## src/rtl/maxpool_out_packer.sv

```systemverilog
// maxpool_out_packer
// Packs the maxpool core's two-copy output beats (full = 2*UNITS words,
// half = UNITS words from copy 0) into dense 2*UNITS-word beats. The packed
// beats are buffered in a small register FIFO with an AXI-stream master port.
// The core cannot be stalled, so s_almost_full warns the controller to drop
// clken early. The FIFO accepts up to two writes per cycle because one
// misaligned full beat that ends a packet flushes two output beats.
//
// Optional build macro: MAXPOOL_OUT_PACKER_OVERFLOW_EN
//   When defined, this adds a sticky overflow flag and a saturating 8-bit
//   drop_count. When undefined, overflow is tied low, and writes to a full
//   FIFO are still discarded without any record.
module maxpool_out_packer #(
  parameter int UNITS      = 8,
  parameter int WORD_WIDTH = 8,
  parameter int DEPTH      = 8,
  parameter int AF_MARGIN  = 3
) (
  input  logic                                   clk,
  input  logic                                   resetn,
  input  logic                                   clken,
  input  logic                                   s_valid,
  input  logic [UNITS-1:0][1:0][WORD_WIDTH-1:0]  s_data_uc,
  input  logic [UNITS-1:0][1:0]                  s_keep_uc,
  input  logic                                   s_last,
  output logic                                   s_almost_full,
  output logic                                   m_valid,
  input  logic                                   m_ready,
  output logic [2*UNITS*WORD_WIDTH-1:0]          m_data,
  output logic [2*UNITS-1:0]                     m_keep,
  output logic                                   m_last,
  output logic                                   overflow
);

  localparam int HW = UNITS * WORD_WIDTH;   // bits in one half beat
  localparam int BW = 2 * HW;               // bits in one packed beat
  localparam int KW = 2 * UNITS;            // keep bits per packed beat
  localparam int AW = $clog2(DEPTH);        // FIFO pointer width
  localparam int CW = AW + 1;               // occupancy width, 0..DEPTH

  localparam logic [KW-1:0] KEEP_ALL = {KW{1'b1}};
  localparam logic [KW-1:0] KEEP_LO  = {{UNITS{1'b0}}, {UNITS{1'b1}}};

  typedef struct packed {
    logic          last;
    logic [KW-1:0] keep;
    logic [BW-1:0] data;
  } entry_t;

  typedef enum logic {H_EMPTY, H_PEND} hold_t;

  // ---------------- input classification ----------------
  logic          accept;
  logic          is_half;
  logic [HW-1:0] lo_half;
  logic [BW-1:0] beat_flat;
  logic [HW-1:0] lo;
  logic [HW-1:0] hi;

  assign accept    = s_valid && clken;
  assign beat_flat = s_data_uc;
  assign hi        = beat_flat[BW-1:HW];
  assign lo        = is_half ? lo_half : beat_flat[HW-1:0];

  // Detect a half beat (copy 0 kept, copy 1 dropped in every unit) and gather its copy-0 words
  always_comb begin
    is_half = 1'b1;
    lo_half = '0;
    for (int u = 0; u < UNITS; u++) begin
      if (!(s_keep_uc[u][0] && !s_keep_uc[u][1])) is_half = 1'b0;
      lo_half[u*WORD_WIDTH +: WORD_WIDTH] = s_data_uc[u][0];
    end
  end

  // ---------------- packer ----------------
  hold_t         h, h_nxt;
  logic [HW-1:0] pend, pend_nxt;
  logic          wr0_req, wr1_req;
  entry_t        w0, w1;

  // Decide the next pending half and which packed beats to write this cycle
  always_comb begin
    // NOTE: every signal gets a default first, so a case arm that forgets one cannot infer a latch.
    h_nxt    = h;
    pend_nxt = pend;
    wr0_req  = 1'b0;
    wr1_req  = 1'b0;
    w0       = '0;
    w1       = '0;
    if (accept) begin
      unique case ({h, is_half})
        {H_EMPTY, 1'b1}: begin
          if (s_last) begin
            wr0_req = 1'b1;
            w0.data = {{HW{1'b0}}, lo};
            w0.keep = KEEP_LO;
            w0.last = 1'b1;
          end else begin
            pend_nxt = lo;
            h_nxt    = H_PEND;
          end
        end
        {H_EMPTY, 1'b0}: begin
          wr0_req = 1'b1;
          w0.data = {hi, lo};
          w0.keep = KEEP_ALL;
          w0.last = s_last;
        end
        {H_PEND, 1'b1}: begin
          wr0_req = 1'b1;
          w0.data = {lo, pend};
          w0.keep = KEEP_ALL;
          w0.last = s_last;
          h_nxt   = H_EMPTY;
        end
        default: begin  // pending half plus a full beat: the full beat straddles two outputs
          wr0_req = 1'b1;
          w0.data = {lo, pend};
          w0.keep = KEEP_ALL;
          w0.last = 1'b0;
          if (s_last) begin
            wr1_req = 1'b1;
            w1.data = {{HW{1'b0}}, hi};
            w1.keep = KEEP_LO;
            w1.last = 1'b1;
            h_nxt   = H_EMPTY;
          end else begin
            pend_nxt = hi;
            h_nxt    = H_PEND;
          end
        end
      endcase
    end
  end

  // Packer state: pending-half flag and the held half
  always_ff @(posedge clk or negedge resetn) begin
    if (!resetn) begin
      h    <= H_EMPTY;
      pend <= '0;
    end else if (clken) begin
      // NOTE: sequential state uses non-blocking assignments, so every register samples pre-edge values.
      h    <= h_nxt;
      pend <= pend_nxt;
    end
  end

  // ---------------- FIFO ----------------
  entry_t        mem [DEPTH];
  logic [AW-1:0] wr_ptr, rd_ptr, wr_ptr1;
  logic [CW-1:0] count, count_nxt;
  logic [CW:0]   free;
  logic          pop, wr0_ok, wr1_ok;
  logic [1:0]    n_wr;
  entry_t        head;

  assign head    = mem[rd_ptr];
  assign m_valid = (count != '0);
  assign m_data  = m_valid ? head.data : '0;
  assign m_keep  = m_valid ? head.keep : '0;
  assign m_last  = m_valid && head.last;
  assign wr_ptr1 = wr_ptr + AW'(1);

  // Admit the writes in order, counting a same-cycle pop as a free slot
  always_comb begin
    pop       = m_valid && m_ready && clken;
    free      = (CW+1)'(DEPTH) - (CW+1)'(count) + (CW+1)'(pop);
    wr0_ok    = wr0_req && (free >= (CW+1)'(1));
    wr1_ok    = wr1_req && (free >= (CW+1)'(2));
    n_wr      = 2'(wr0_ok) + 2'(wr1_ok);
    count_nxt = count + CW'(n_wr) - CW'(pop);
  end

  // Storage array: the first write lands at wr_ptr and the second at the slot after it
  // NOTE: the storage is not reset; the head is masked by m_valid, so stale contents are never visible.
  always_ff @(posedge clk) begin
    if (clken) begin
      if (wr0_ok) mem[wr_ptr]  <= w0;
      if (wr1_ok) mem[wr_ptr1] <= w1;
    end
  end

  // Pointers, occupancy and the registered almost-full flag
  always_ff @(posedge clk or negedge resetn) begin
    if (!resetn) begin
      wr_ptr        <= '0;
      rd_ptr        <= '0;
      count         <= '0;
      s_almost_full <= 1'b0;
    end else if (clken) begin
      wr_ptr        <= wr_ptr + AW'(n_wr);
      rd_ptr        <= rd_ptr + AW'(pop);
      count         <= count_nxt;
      s_almost_full <= (count_nxt >= CW'(DEPTH - AF_MARGIN));
    end
  end

`ifdef MAXPOOL_OUT_PACKER_OVERFLOW_EN
  logic [1:0] drops;
  logic [7:0] drop_count;
  logic [8:0] drop_sum;
  logic       overflow_q;

  assign drops    = 2'(wr0_req && !wr0_ok) + 2'(wr1_req && !wr1_ok);
  assign drop_sum = {1'b0, drop_count} + 9'(drops);
  assign overflow = overflow_q;

  // Sticky overflow flag and a drop counter that saturates at 255
  always_ff @(posedge clk or negedge resetn) begin
    if (!resetn) begin
      overflow_q <= 1'b0;
      drop_count <= '0;
    end else if (clken && (drops != 2'd0)) begin
      overflow_q <= 1'b1;
      drop_count <= drop_sum[8] ? 8'hFF : drop_sum[7:0];
    end
  end
`else
  assign overflow = 1'b0;
`endif

endmodule

```

## config.mk

```make
export PLATFORM = sky130hd
export DESIGN_NAME = maxpool_out_packer
export DESIGN_NICKNAME = d
export VERILOG_FILES = /design/src/rtl/maxpool_out_packer.sv
export SDC_FILE = /design/constraint.sdc
export NUM_CORES = 2
export LEC_CHECK = 0
export CAP_MARGIN = 20
export CORE_MARGIN = 3
export CORE_UTILIZATION = 30
export CTS_CLUSTER_SIZE = 20
export DETAILED_ROUTE_END_ITERATION = 12
export GPL_TIMING_DRIVEN = 0
export PLACE_DENSITY = 0.55
export SETUP_SLACK_MARGIN = 0.3
export SYNTH_ARGS = -nofsm -noshare
export SYNTH_HDL_FRONTEND = slang
export SYNTH_SLANG_ARGS = --single-unit
```

## constraint.sdc

```tcl
create_clock -name clk -period 4.7 [get_ports clk]
set_input_delay 0.94 -clock clk [delete_from_list [all_inputs] [get_ports clk]]
set_output_delay 0.94 -clock clk [all_outputs]
set_load 0.03 [all_outputs]
```

==> reports/qor.log <==
qor: timing.max_slew_margin 29.4%
qor: global_route.grt_start_max_net_pins 56
qor: logic_synthesis.syn_nets 4848
qor: placed_design.port-buffer-count 262
qor: floorplan.core_area 0.183 mm^2
qor: detailed_routing.detail-route-antenna-nets 0
qor: cells_and_area.ff_latch_area 0.0282 mm^2
qor: clock_network.insertion_delay 0.79 ns
qor: detailed_routing.via_per_inst 6.00
qor: logic_synthesis.netlist.area_leader.share 28.6%
qor: worst_setup_path.timing_worst_setup_path_type flip-flop to primary output
qor: logic_synthesis.synth_common_cells edfxtp_1 (528), nor3_1 (523), dfxtp_1 (520), a31o_2 (449), clkbuf_1 (332)
qor: worst_setup_path.timing.critical_path.arrival 3.56 ns
qor: clock_network.root_buffer clkbuf_16
qor: power_and_ir_drop.total_leakage_power 23.5 nW
qor: floorplan.die_width 436 um
qor: floorplan.start_util 30.2%
qor: worst_setup_path.worstSetupEndpointType primary output
qor: clock_network.cts-root-to-sink-buffers 3
qor: cells_and_area.multiInputGateArea 0.0258 mm^2
qor: detailed_routing.routed_wire_length_per_instance 31.9 um
qor: floorplan.core.rowCount 157
qor: detailed_routing.route.detailed.drc 0
qor: placed_design.gp_routability_congestion 0.997
qor: timing.max_slew.worst_pin.slew 1.06 ns
qor: power_and_ir_drop.power_density 653 mW/mm^2
qor: cells_and_area.layoutNonFillerInstCount 7729
qor: cells_and_area.stdcell_area 0.0682 mm^2
qor: clock_network.clock_tree_from_tritoncts yes
qor: logic_synthesis.yosys-top-cells-area edfxtp_1 (29%), dfxtp_1 (19%), mux4_2 (11%)
qor: detailed_routing.first_drt_iteration_drcs 5573
qor: logic_synthesis.synthesis.yosys.warnings 0
qor: global_route.grt_pass1_vias 45511
qor: logic_synthesis.syn_area_per_cell 11.8 um^2
qor: logic_synthesis.synth-async-reset-ratio 6.76%
qor: detailed_routing.firstDrtPassIters 8
qor: global_route.grt-busiest-layer met2
qor: placed_design.place.detailed.hpwl 173 mm
qor: timing.clock.fmax 222 MHz
qor: timing.finalHoldViolCount 0
qor: clock_network.clock-sinks 1124
qor: cells_and_area.areaGrowthSynthToFinish 23.2%
qor: global_route.grt_first_pass_wirelength 342 mm
qor: hold_path.worst_min_path_class input port to async pin
qor: clock_network.numCtsBuffers 120
qor: global_route.gr-usage-met3 4.67%
qor: placed_design.placed_cells_incl_taps 7421
qor: logic_synthesis.post-synth-top-count-cell edfxtp_1
qor: floorplan.top_level_ports 298
qor: placed_design.postPlaceCellArea 0.0615 mm^2
qor: global_route.grt_antenna_before_repair 31
qor: clock_network.ctsHoldBuffers 0
qor: logic_synthesis.netlist_area_before_placement 0.0554 mm^2
qor: timing.finalHoldWorstSlack 0.0713 ns
qor: power_and_ir_drop.totalPowerFinal 44.6 mW
qor: detailed_routing.via_count 46337
qor: logic_synthesis.post_synthesis_sequential_area_ratio 50.9%
qor: cells_and_area.layout-drive-gt1-share 28.3%
qor: floorplan.fp.dieArea 0.190 mm^2
qor: global_route.global_route.usage.total 24.8%
qor: logic_synthesis.netlist_instances 4677
qor: clock_network.cts-htree-levels 3
qor: cells_and_area.layout.core_utilization 37.2%
qor: timing.clock-skew-final 0.0381 ns
qor: worst_setup_path.crit_fanout 10
qor: timing.setup_tns 0 ns
qor: placed_design.preCtsSetupSlack -2.62 ns
qor: timing.timing.final.crit_period 4.50 ns
qor: global_route.gr-usage-met2 39.7%
qor: flow_run.cap_violations 0
qor: timing.finalSetupViolCount 0
qor: power_and_ir_drop.power.ir.vdd_worst 0.383 mV
qor: floorplan.dieHeight 436 um
qor: timing.rsz0062_at_grt yes
qor: timing.timing.final.ws_setup 0.201 ns
qor: timing.slew_viol_final 0
qor: logic_synthesis.yosys.area.top_type edfxtp_1
qor: logic_synthesis.number_of_different_library_cells_in_the_post_synthesis_netlist 54
qor: worst_setup_path.setup.worst_path.start_class flip-flop
qor: logic_synthesis.synth_edf_count 528
qor: logic_synthesis.synthesized_flop_and_latch_total 1124
qor: timing.final_min_period_over_clock_period 95.7%
qor: global_route.grtUsageMet1 30.5%
qor: global_route.gr-total-overflow 0
qor: run_status.status completed
qor: clock_network.clk_transition_reported_paths 0.06 ns
qor: logic_synthesis.synth_top_flop_cell edfxtp_1
qor: detailed_routing.postRouteWirelength 246 mm
qor: cells_and_area.filler_cell_count 17952
qor: worst_setup_path.critPathRequiredTime 3.76 ns
qor: cells_and_area.num-nets-final 5318
==> cell families after synthesis <==
| kind of cell | after synthesis | synth area share [%] |
|---|---|---|
| multiplexers | 519 | 15.4 |
| flip-flops | 1124 | 50.9 |
| XOR/XNOR | 8 | 0.127 |
| buffers and inverters | 643 | 5.05 |
| AO/OA/AOI/OAI | 1479 | 20.2 |
| other | 1 | 0.00677 |
| AND/OR/NAND/NOR | 882 | 7.82 |
| adder cells (fa/ha/maj) | 21 | 0.502 |
==> layer usage <==
layer	vias up	routed length, um
met5	-	12
met4	2	19200
met3	631	21500
met2	2662	114000
met1	23378	91300
li1	19664	-
==> sequential cells by signal, indices dropped and copies added, names as in the netlist <==
signal / flops
mem: 1048
rd_ptr: 3
pend: 64
count: 4
wr_ptr: 3
h: 1
s_almost_full: 1
==> power by group <==
| group | total [mW] | internal [mW] | leakage [nW] | switching [mW] |
|---|---|---|---|---|
| registers | 14.5 | 13.1 | 10.1 | 1.45 |
| clock network | 9.81 | 5.64 | 1.93 | 4.17 |
| logic | 20.2 | 8.07 | 11.4 | 12.2 |
| total | 44.6 | 26.8 | 23.5 | 17.8 |
==> critical path: stages (launching register included) <==
cell and delay, ns:
dfrtp_1 0.32, clkbuf_4 0.29, clkdlybuf4s15_1 0.93, mux2i_1 0.33, nor2_1 0.17, clkdlybuf4s50_1 0.71
==> path summary, 6_finish.rpt <==
path                                           from                        to  slack [ns]  depth (start not counted)
setup / recovery              rd_ptr[2]$_DFFE_PN0P_                 m_data[3]        0.20                          5
hold / removal                               resetn      count[2]$_DFFE_PN0P_        0.07                          1
setup reg to reg               count[2]$_DFFE_PN0P_      mem[4][27]$_DFFE_PP_        0.33                         21
hold reg to reg            mem[2][126]$_SDFFE_PP0P_  mem[2][126]$_SDFFE_PP0P_        0.48                          1
max in group asynchronous                    resetn      pend[59]$_DFFE_PN0P_        3.92                          2
min in group clk           mem[2][126]$_SDFFE_PP0P_  mem[2][126]$_SDFFE_PP0P_        0.48                          1
==> placed cells by master (no fill, tap or decap), types with 25 or more instances in the layout <==
master / netlist / final
buf_1: 109 / 53
a31o_1: 71 / 71
a22oi_1: 113 / 112
clkbuf_16: 0 / 125
nand2_8: 0 / 26
nand2_1: 106 / 98
mux2_2: 60 / 60
mux4_2: 262 / 262
buf_4: 17 / 67
nor2_1: 141 / 126
nor3_1: 523 / 521
o2bb2ai_1: 237 / 237
buf_2: 148 / 146
edfxtp_1: 528 / 528
nor3b_1: 56 / 56
a21oi_1: 179 / 179
clkbuf_1: 332 / 277
dlymetal6s2s_1: 0 / 38
buf_6: 18 / 25
clkbuf_4: 0 / 34
clkbuf_2: 0 / 49
dfrtp_1: 76 / 75
a31o_2: 449 / 449
clkdlybuf4s50_1: 0 / 169
clkbuf_8: 0 / 28
mux2i_1: 197 / 176
o22ai_1: 275 / 275
o21ai_0: 69 / 68
dfxtp_1: 520 / 520
a2bb2oi_2: 0 / 36
dlygate4sd2_1: 0 / 54
==> cell type report <==
type / instances / area share, %
sequential: 1124 / 41.3
inverter: 19 / 0.105
multi-input combinational: 2933 / 37.8
tap: 2464 / 4.52
clock buffer: 172 / 4.97
timing repair buffer: 325 / 5.30
antenna: 19 / 0.0697
clock inverter: 49 / 0.849
buffer: 624 / 5.09
==> what timing repair did <==
item / CTS / global route
setup endpoints to repair: 1790 / 1593
pin swaps: 17 / 9
gates cloned: 27 / 9
resized for setup: 426 / 235
setup buffers: 27 / 5
Note: power is estimated with default switching activity, not from simulation.
